`config.mk`:
```
export PLATFORM = sky130hd
export DESIGN_NAME = blockmem_port_arb_flat
export DESIGN_NICKNAME = d
export VERILOG_FILES = /design/src/rtl/blockmem_port_arb_if.sv /design/src/rtl/blockmem_port_arb.sv /design/src/flat_wrapper.sv
export SDC_FILE = /design/constraint.sdc
export NUM_CORES = 1
export LEC_CHECK = 0
export CAP_MARGIN = 10
export CELL_PAD_IN_SITES_DETAIL_PLACEMENT = 0
export CELL_PAD_IN_SITES_GLOBAL_PLACEMENT = 2
export CORE_AREA = 3 3 105 182
export DETAILED_ROUTE_END_ITERATION = 12
export DIE_AREA = 0 0 108 185
export MAX_ROUTING_LAYER = met4
export PLACE_DENSITY_LB_ADDON = 0.1
export SKIP_CTS_REPAIR_TIMING = 1
export SYNTH_ARGS = -nofsm -noshare
export SYNTH_HDL_FRONTEND = slang
export SYNTH_SLANG_ARGS = --single-unit
```
`constraint.sdc`:
```
create_clock -name clk -period 2.1 [get_ports clk]
set_input_delay 0.42 -clock clk [delete_from_list [all_inputs] [get_ports clk]]
set_output_delay 0.42 -clock clk [all_outputs]
set_load 0.1 [all_outputs]
```
`src/rtl/blockmem_port_arb_if.sv`:
```
// Requester-side bus of the block RAM port arbiter: request/ack handshake,
// write data, and the read-return channel.
interface blockmem_port_arb_if #(
  parameter int G_MEMWIDTH = 32,
  parameter int G_MEMDEPTH = 1024
);
  localparam int G_ADDRWIDTH = (G_MEMDEPTH > 1) ? $clog2(G_MEMDEPTH) : 1;
  localparam int G_WEWIDTH   = ((G_MEMWIDTH - 1) / 8) + 1;

  logic                   req;
  logic [G_WEWIDTH-1:0]   we;
  logic [G_ADDRWIDTH-1:0] addr;
  logic [G_MEMWIDTH-1:0]  wdata;
  logic                   ack;
  logic                   rvalid;
  logic [G_MEMWIDTH-1:0]  rdata;

  modport master (output req, we, addr, wdata, input ack, rvalid, rdata);
  modport slave  (input req, we, addr, wdata, output ack, rvalid, rdata);
endinterface

```
`src/rtl/blockmem_port_arb.sv`:
```
// Round-robin sharing of one block RAM port between two requesters, with a
// built-in zero-fill sequencer that locks requesters out while it runs.
module blockmem_port_arb_lane #(
  parameter int RD_LAT = 1
) (
  input  logic clk,
  input  logic rst,
  input  logic issue,
  output logic rvalid
);
  logic [RD_LAT-1:0] vld_pipe;

  always_ff @(posedge clk or posedge rst) begin
    if (rst) begin
      vld_pipe <= '0;
    end else begin
      for (int i = RD_LAT - 1; i > 0; i--) vld_pipe[i] <= vld_pipe[i-1];
      vld_pipe[0] <= issue;
    end
  end

  assign rvalid = vld_pipe[RD_LAT-1];
endmodule

module blockmem_port_arb #(
  parameter  int G_MEMWIDTH  = 32,
  parameter  int G_MEMDEPTH  = 1024,
  localparam int G_ADDRWIDTH = (G_MEMDEPTH > 1) ? $clog2(G_MEMDEPTH) : 1,
  localparam int G_WEWIDTH   = ((G_MEMWIDTH - 1) / 8) + 1
) (
  input  logic                   clk,
  input  logic                   rst,
  blockmem_port_arb_if.slave     rq0,
  blockmem_port_arb_if.slave     rq1,
  input  logic                   clr_start,
  output logic                   clr_busy,
  output logic                   clr_done,
  output logic                   mem_en,
  output logic [G_WEWIDTH-1:0]   mem_we,
  output logic [G_ADDRWIDTH-1:0] mem_addr,
  output logic [G_MEMWIDTH-1:0]  mem_din,
  input  logic [G_MEMWIDTH-1:0]  mem_dout
);
  localparam int NUM_REQ = 2;
  localparam logic [G_ADDRWIDTH-1:0] LAST_ADDR = G_ADDRWIDTH'(G_MEMDEPTH - 1);

  typedef enum logic {IDLE, CLEAR} state_t;

  state_t                              state, state_nxt;
  logic [G_ADDRWIDTH-1:0]              cnt;
  logic                                last, last_nxt;
  logic [NUM_REQ-1:0]                  req, ack, rd, rvalid;
  logic [NUM_REQ-1:0][G_WEWIDTH-1:0]   we;
  logic [NUM_REQ-1:0][G_ADDRWIDTH-1:0] addr;
  logic [NUM_REQ-1:0][G_MEMWIDTH-1:0]  wdata;
  logic                                gsel;

  assign req   = {rq1.req, rq0.req};
  assign we    = {rq1.we, rq0.we};
  assign addr  = {rq1.addr, rq0.addr};
  assign wdata = {rq1.wdata, rq0.wdata};

  assign rq0.ack    = ack[0];
  assign rq1.ack    = ack[1];
  assign rq0.rvalid = rvalid[0];
  assign rq1.rvalid = rvalid[1];
  assign rq0.rdata  = mem_dout;
  assign rq1.rdata  = mem_dout;

  // last==1 means requester 1 won most recently, so requester 0 takes a tie.
  always_comb begin
    state_nxt = state;
    last_nxt  = last;
    ack       = '0;
    gsel      = 1'b0;
    mem_en    = 1'b0;
    mem_we    = '0;
    mem_addr  = '0;
    mem_din   = '0;
    if (!rst) begin
      case (state)
        IDLE: begin
          if (req[0] && (!req[1] || last)) ack[0] = 1'b1;
          else if (req[1])                 ack[1] = 1'b1;
          if (|ack) begin
            gsel     = ack[1];
            mem_en   = 1'b1;
            mem_we   = we[gsel];
            mem_addr = addr[gsel];
            mem_din  = wdata[gsel];
            last_nxt = gsel;
          end
          if (clr_start) state_nxt = CLEAR;
        end
        CLEAR: begin
          mem_en   = 1'b1;
          mem_we   = '1;
          mem_addr = cnt;
          if (cnt == LAST_ADDR) state_nxt = IDLE;
        end
        default: state_nxt = IDLE;
      endcase
    end
  end

  always_ff @(posedge clk or posedge rst) begin
    if (rst) begin
      state    <= IDLE;
      cnt      <= '0;
      last     <= 1'b1;
      clr_busy <= 1'b0;
      clr_done <= 1'b0;
    end else begin
      state    <= state_nxt;
      last     <= last_nxt;
      clr_busy <= (state_nxt == CLEAR);
      clr_done <= (state == CLEAR) && (state_nxt == IDLE);
      // Explicit terminal compare keeps non-power-of-2 depths from wrapping.
      if (state == CLEAR && cnt != LAST_ADDR) cnt <= cnt + G_ADDRWIDTH'(1);
      else                                    cnt <= '0;
    end
  end

  for (genvar k = 0; k < NUM_REQ; k++) begin : g_lane
    assign rd[k] = ack[k] && (we[k] == '0);
    blockmem_port_arb_lane #(.RD_LAT(1)) u_lane (
      .clk    (clk),
      .rst    (rst),
      .issue  (rd[k]),
      .rvalid (rvalid[k])
    );
  end
endmodule

```
`src/flat_wrapper.sv`:
```
// flat-port wrapper written by rule: the top's interface ports become plain ports
module blockmem_port_arb_flat 
#(
  parameter  int G_MEMWIDTH  = 32,
  parameter  int G_MEMDEPTH  = 1024,
  localparam int G_ADDRWIDTH = (G_MEMDEPTH > 1) ? $clog2(G_MEMDEPTH) : 1,
  localparam int G_WEWIDTH   = ((G_MEMWIDTH - 1) / 8) + 1
)
  (clk, rst, clr_start, clr_busy, clr_done, mem_en, mem_we, mem_addr, mem_din, mem_dout, rq0_req, rq0_we, rq0_addr, rq0_wdata, rq0_ack, rq0_rvalid, rq0_rdata, rq1_req, rq1_we, rq1_addr, rq1_wdata, rq1_ack, rq1_rvalid, rq1_rdata);
  blockmem_port_arb_if #(.G_MEMWIDTH(G_MEMWIDTH), .G_MEMDEPTH(G_MEMDEPTH)) rq0_i ();
  blockmem_port_arb_if #(.G_MEMWIDTH(G_MEMWIDTH), .G_MEMDEPTH(G_MEMDEPTH)) rq1_i ();
  input  logic clk;
  input  logic rst;
  input  logic clr_start;
  output logic clr_busy;
  output logic clr_done;
  output logic mem_en;
  output logic [G_WEWIDTH-1:0] mem_we;
  output logic [G_ADDRWIDTH-1:0] mem_addr;
  output logic [G_MEMWIDTH-1:0] mem_din;
  input  logic [G_MEMWIDTH-1:0] mem_dout;
  input wire logic [$bits(rq0_i.req)-1:0] rq0_req;
  input wire logic [$bits(rq0_i.we)-1:0] rq0_we;
  input wire logic [$bits(rq0_i.addr)-1:0] rq0_addr;
  input wire logic [$bits(rq0_i.wdata)-1:0] rq0_wdata;
  output wire logic [$bits(rq0_i.ack)-1:0] rq0_ack;
  output wire logic [$bits(rq0_i.rvalid)-1:0] rq0_rvalid;
  output wire logic [$bits(rq0_i.rdata)-1:0] rq0_rdata;
  input wire logic [$bits(rq1_i.req)-1:0] rq1_req;
  input wire logic [$bits(rq1_i.we)-1:0] rq1_we;
  input wire logic [$bits(rq1_i.addr)-1:0] rq1_addr;
  input wire logic [$bits(rq1_i.wdata)-1:0] rq1_wdata;
  output wire logic [$bits(rq1_i.ack)-1:0] rq1_ack;
  output wire logic [$bits(rq1_i.rvalid)-1:0] rq1_rvalid;
  output wire logic [$bits(rq1_i.rdata)-1:0] rq1_rdata;
  assign rq0_i.req = rq0_req;
  assign rq0_i.we = rq0_we;
  assign rq0_i.addr = rq0_addr;
  assign rq0_i.wdata = rq0_wdata;
  assign rq0_ack = rq0_i.ack;
  assign rq0_rvalid = rq0_i.rvalid;
  assign rq0_rdata = rq0_i.rdata;
  assign rq1_i.req = rq1_req;
  assign rq1_i.we = rq1_we;
  assign rq1_i.addr = rq1_addr;
  assign rq1_i.wdata = rq1_wdata;
  assign rq1_ack = rq1_i.ack;
  assign rq1_rvalid = rq1_i.rvalid;
  assign rq1_rdata = rq1_i.rdata;
  blockmem_port_arb #(.G_MEMWIDTH(G_MEMWIDTH), .G_MEMDEPTH(G_MEMDEPTH)) u_core (.clk(clk), .rst(rst), .rq0(rq0_i), .rq1(rq1_i), .clr_start(clr_start), .clr_busy(clr_busy), .clr_done(clr_done), .mem_en(mem_en), .mem_we(mem_we), .mem_addr(mem_addr), .mem_din(mem_din), .mem_dout(mem_dout));
endmodule
```
==> impl_metrics.ini, run 1 <==
[run_status]
status = finished, violations left
violations = negative setup slack

[floorplan]
core.rowCount = 64
ios = 246
dieArea_um2 = 20000
core-area_um2 = 17700
die_x_um = 108
die_y_um = 185
initial_utilization_pct = 11.9

[routing]
route.detailed.drc = 0
vias = 2605
ant_nets = 0
drtPass1Iterations = 4
first_iter_violations = 76
avgRoutedWirePerCell_um = 16.7
wl_um = 11300
viasPerCell = 3.84

[clock_network]
cts_tree = yes
clock-root-buffer = clkbuf_16
cts_buffer_depth = 2
clock_sinks = 15
htree_num_levels = 1
cts.reportedPaths.clkPinSlew_ns = 0.06
numCtsBuffers = 3
insertion_delay_ns = 0.25

[power]
p_comb_share_pct = 62.3
power_switching_mw = 1.11
p_leak_nw = 1.92
finalPower_mw = 2.41
seqPwrFrac_pct = 21.4
internal-power_mw = 1.30
swShare_pct = 46.1
power.density_nw_per_um2 = 460
ir_drop_mv = 0.329
clkPwrFrac_pct = 16.3

[logic_synthesis]
yosys_warnings = 0
syn-cell-area_um2 = 2110
synth_seq_cells = 15
synth_fp_nets = 455
synth.distinct_cells = 37
synth_edf_count = 0
async_flop_share_pct = 100
syn_avg_cell_area_um2 = 6.51
ys.flop_type = dfrtp_1
syn_inst = 325
synth-seq-area-share_pct = 17.8

[sta]
hold_viol_final = 0
post-route-period-util_pct = 105
tightest_slew_ns = 0.593
whs_ns = 0.566
fin_ws_ns = -0.106
rsz0062_at_grt = yes
skew_ns = 0.00705
fin_crit_ns = 2.21
slew_headroom_pct = 60.1
fin_tns_setup_ns = -3.51
fmaxAchievable_mhz = 453
slew_violations = 0
finalSetupViolCount = 45

[global_routing]
grt_start_max_net_pins = 20
grt_pass1_vias = 2797
grt-ovfl-total = 0
antenna_found_initial = 0
grt_pass1_wl_um = 16100
grtUsageTotal_pct = 10.8

[worst_setup_path]
start_kind = register
cp.arrival_ns = 1.79
worstPathRequired_ns = 1.68
worstSetupEndpointType = primary output
path_max_fanout = 8
path_class = register to primary output

[final_layout]
layout-drive-gt1-share_pct = 43.4
num-nets-final = 578
areaGrowthSynthToFinish_pct = 147
stdcell_count = 678
fin_util_pct = 29.6
fillers = 1874
num_antenna_cells = 0
final_area_um2 = 5230

[placed_design]
place_area_um2 = 4890
place_congestion = 0.709
dp_hpwl_um = 9150
place_ws_ns = -0.408
io_buffers = 149
dp_cells = 659

[hold_path]
hp-class = primary input to async pin

[run]
max_cap_violations = 0
## power by group through the flow
stage	sequential [mW]	combinational (mW)	clock, mW
after floorplan	0.462	1.44	0
after global placement	0.506	1.40	0
after detailed placement	0.507	1.41	0
after CTS	0.505	1.41	0.405
after global routing	0.529	1.61	0.411
final	0.515	1.50	0.392
## area by class of cell
class	instances	area, µm²	share of cell area, %
multi-input combinational	220	1920	36.7
clock inverter	1	5.00	0.0957
tap	231	289	5.53
sequential	15	380	7.27
inverter	4	26.3	0.502
clock buffer	3	75.1	1.44
timing repair buffer	204	2540	48.5
## cell usage after synthesis, types with 3 or more instances
master     n  share of area [%]
inv_1      3               0.53
and3_1     3               0.89
a31oi_1   11                3.3
buf_4     67                 24
a21o_1    13                4.6
nand2_1   84                 15
clkbuf_1   9                1.6
dfrtp_1   14                 17
nand3_1   19                4.5
nor2_1    10                1.8
o21ai_0    6                1.4
a21oi_1   38                9.0
or3_1      4                1.2
a311oi_1   5                2.1
buf_2      9                2.1
nor3_1     4               0.95
## critical path, cell delays in order, from the launching register on
cell	delay, ns
dfstp_2	0.58
nand2b_4	0.22
buf_6	0.14
nand3_4	0.06
a311oi_4	0.31
buf_12	0.22
## layout by cell type (no fill, tap or decap), types with 2 or more instances in the layout
cell | synthesis | routed
nand3_2 | 0 | 2
dfrtp_1 | 14 | 13
o21ai_0 | 6 | 2
o211ai_1 | 2 | 2
and3_1 | 3 | 3
clkdlybuf4s50_1 | 0 | 93
a21oi_1 | 38 | 6
nand2_2 | 0 | 8
buf_12 | 0 | 58
nand2b_4 | 0 | 2
buf_4 | 67 | 43
xnor2_1 | 2 | 2
nor4_1 | 2 | 2
clkbuf_16 | 0 | 4
buf_6 | 0 | 6
a21o_1 | 13 | 13
dlymetal6s2s_1 | 0 | 2
or3_1 | 4 | 4
nand3_1 | 19 | 10
a31oi_1 | 11 | 3
a31oi_4 | 0 | 8
nand2_1 | 84 | 75
nor3_4 | 0 | 2
nor2_1 | 10 | 8
a311oi_4 | 0 | 5
nand3_4 | 0 | 7
nor2b_1 | 2 | 2
o21ai_2 | 0 | 4
nor3_1 | 4 | 2
inv_1 | 3 | 2
nor2_4 | 0 | 2
a21oi_4 | 0 | 32
## metal layers
layer / up-vias / part of all wire (%) / global-route usage, %
met2: 92 / 58 / 21.7
met4: 0 / 1.7 / 3.08
met3: 23 / 4.9 / 1.22
li1: 1289 / - / -
met5: - / 0 / -
met1: 1201 / 35 / 10.5
## state kept, by name (all words and copies together), names as in the netlist
| name | cells |
|---|---|
| u_core.cnt | 10 |
| u_core.g_lane.u_lane.rvalid | 2 |
| u_core.clr_busy | 1 |
| u_core.clr_done | 1 |
| u_core.last | 1 |
## worst paths after layout
kind	cells past startpoint	endpoint	slack, ns	from
max in group asynchronous	4	u_core.last	1.32	rst
worst max-delay path	5	mem_addr[7]	-0.11	u_core.last
worst max register to register	4	u_core.cnt[3]	0.40	u_core.cnt[0]
worst min-delay path	4	u_core.g_lane[0].u_lane.rvalid	0.57	rst
min in group clk	2	u_core.cnt[8]	0.59	u_core.cnt[8]
worst min register to register	2	u_core.cnt[8]	0.59	u_core.cnt[8]
## kinds of logic (layout without fill, tap and decap cells)
logic type | after synthesis | in the layout | share of synthesized area [%]
compound gates | 80 | 80 | 23.1
xor+xnor | 3 | 3 | 1.24
fa+ha+maj | 1 | 1 | 0.592
buf+inv | 91 | 212 | 28.6
flops | 15 | 15 | 17.8
mux | 1 | 1 | 0.473
simple gates | 134 | 135 | 28.1
(Power assumes the default switching activity.)
==> run 2: changes to the inputs <==
--- a/config.mk
+++ b/config.mk
@@ -9,6 +9,7 @@
 export CELL_PAD_IN_SITES_DETAIL_PLACEMENT = 0
 export CELL_PAD_IN_SITES_GLOBAL_PLACEMENT = 2
 export CORE_AREA = 3 3 105 182
+export CTS_CLUSTER_SIZE = 25
 export DETAILED_ROUTE_END_ITERATION = 12
 export DIE_AREA = 0 0 108 185
 export MAX_ROUTING_LAYER = met4
==> results of run 2 <==
No change in the layout: final DEF, timing and power equal those of run 1.
==> run 3: changes to the inputs <==
--- a/config.mk
+++ b/config.mk
@@ -9,9 +9,10 @@
 export CELL_PAD_IN_SITES_DETAIL_PLACEMENT = 0
 export CELL_PAD_IN_SITES_GLOBAL_PLACEMENT = 2
 export CORE_AREA = 3 3 105 182
-export CTS_CLUSTER_SIZE = 25
+export CTS_CLUSTER_SIZE = 14
 export DETAILED_ROUTE_END_ITERATION = 12
 export DIE_AREA = 0 0 108 185
+export GPL_ROUTABILITY_DRIVEN = 0
 export MAX_ROUTING_LAYER = met4
 export PLACE_DENSITY_LB_ADDON = 0.1
 export SKIP_CTS_REPAIR_TIMING = 1
==> results of run 3 <==
No change in the layout: final DEF, timing and power equal those of run 1.
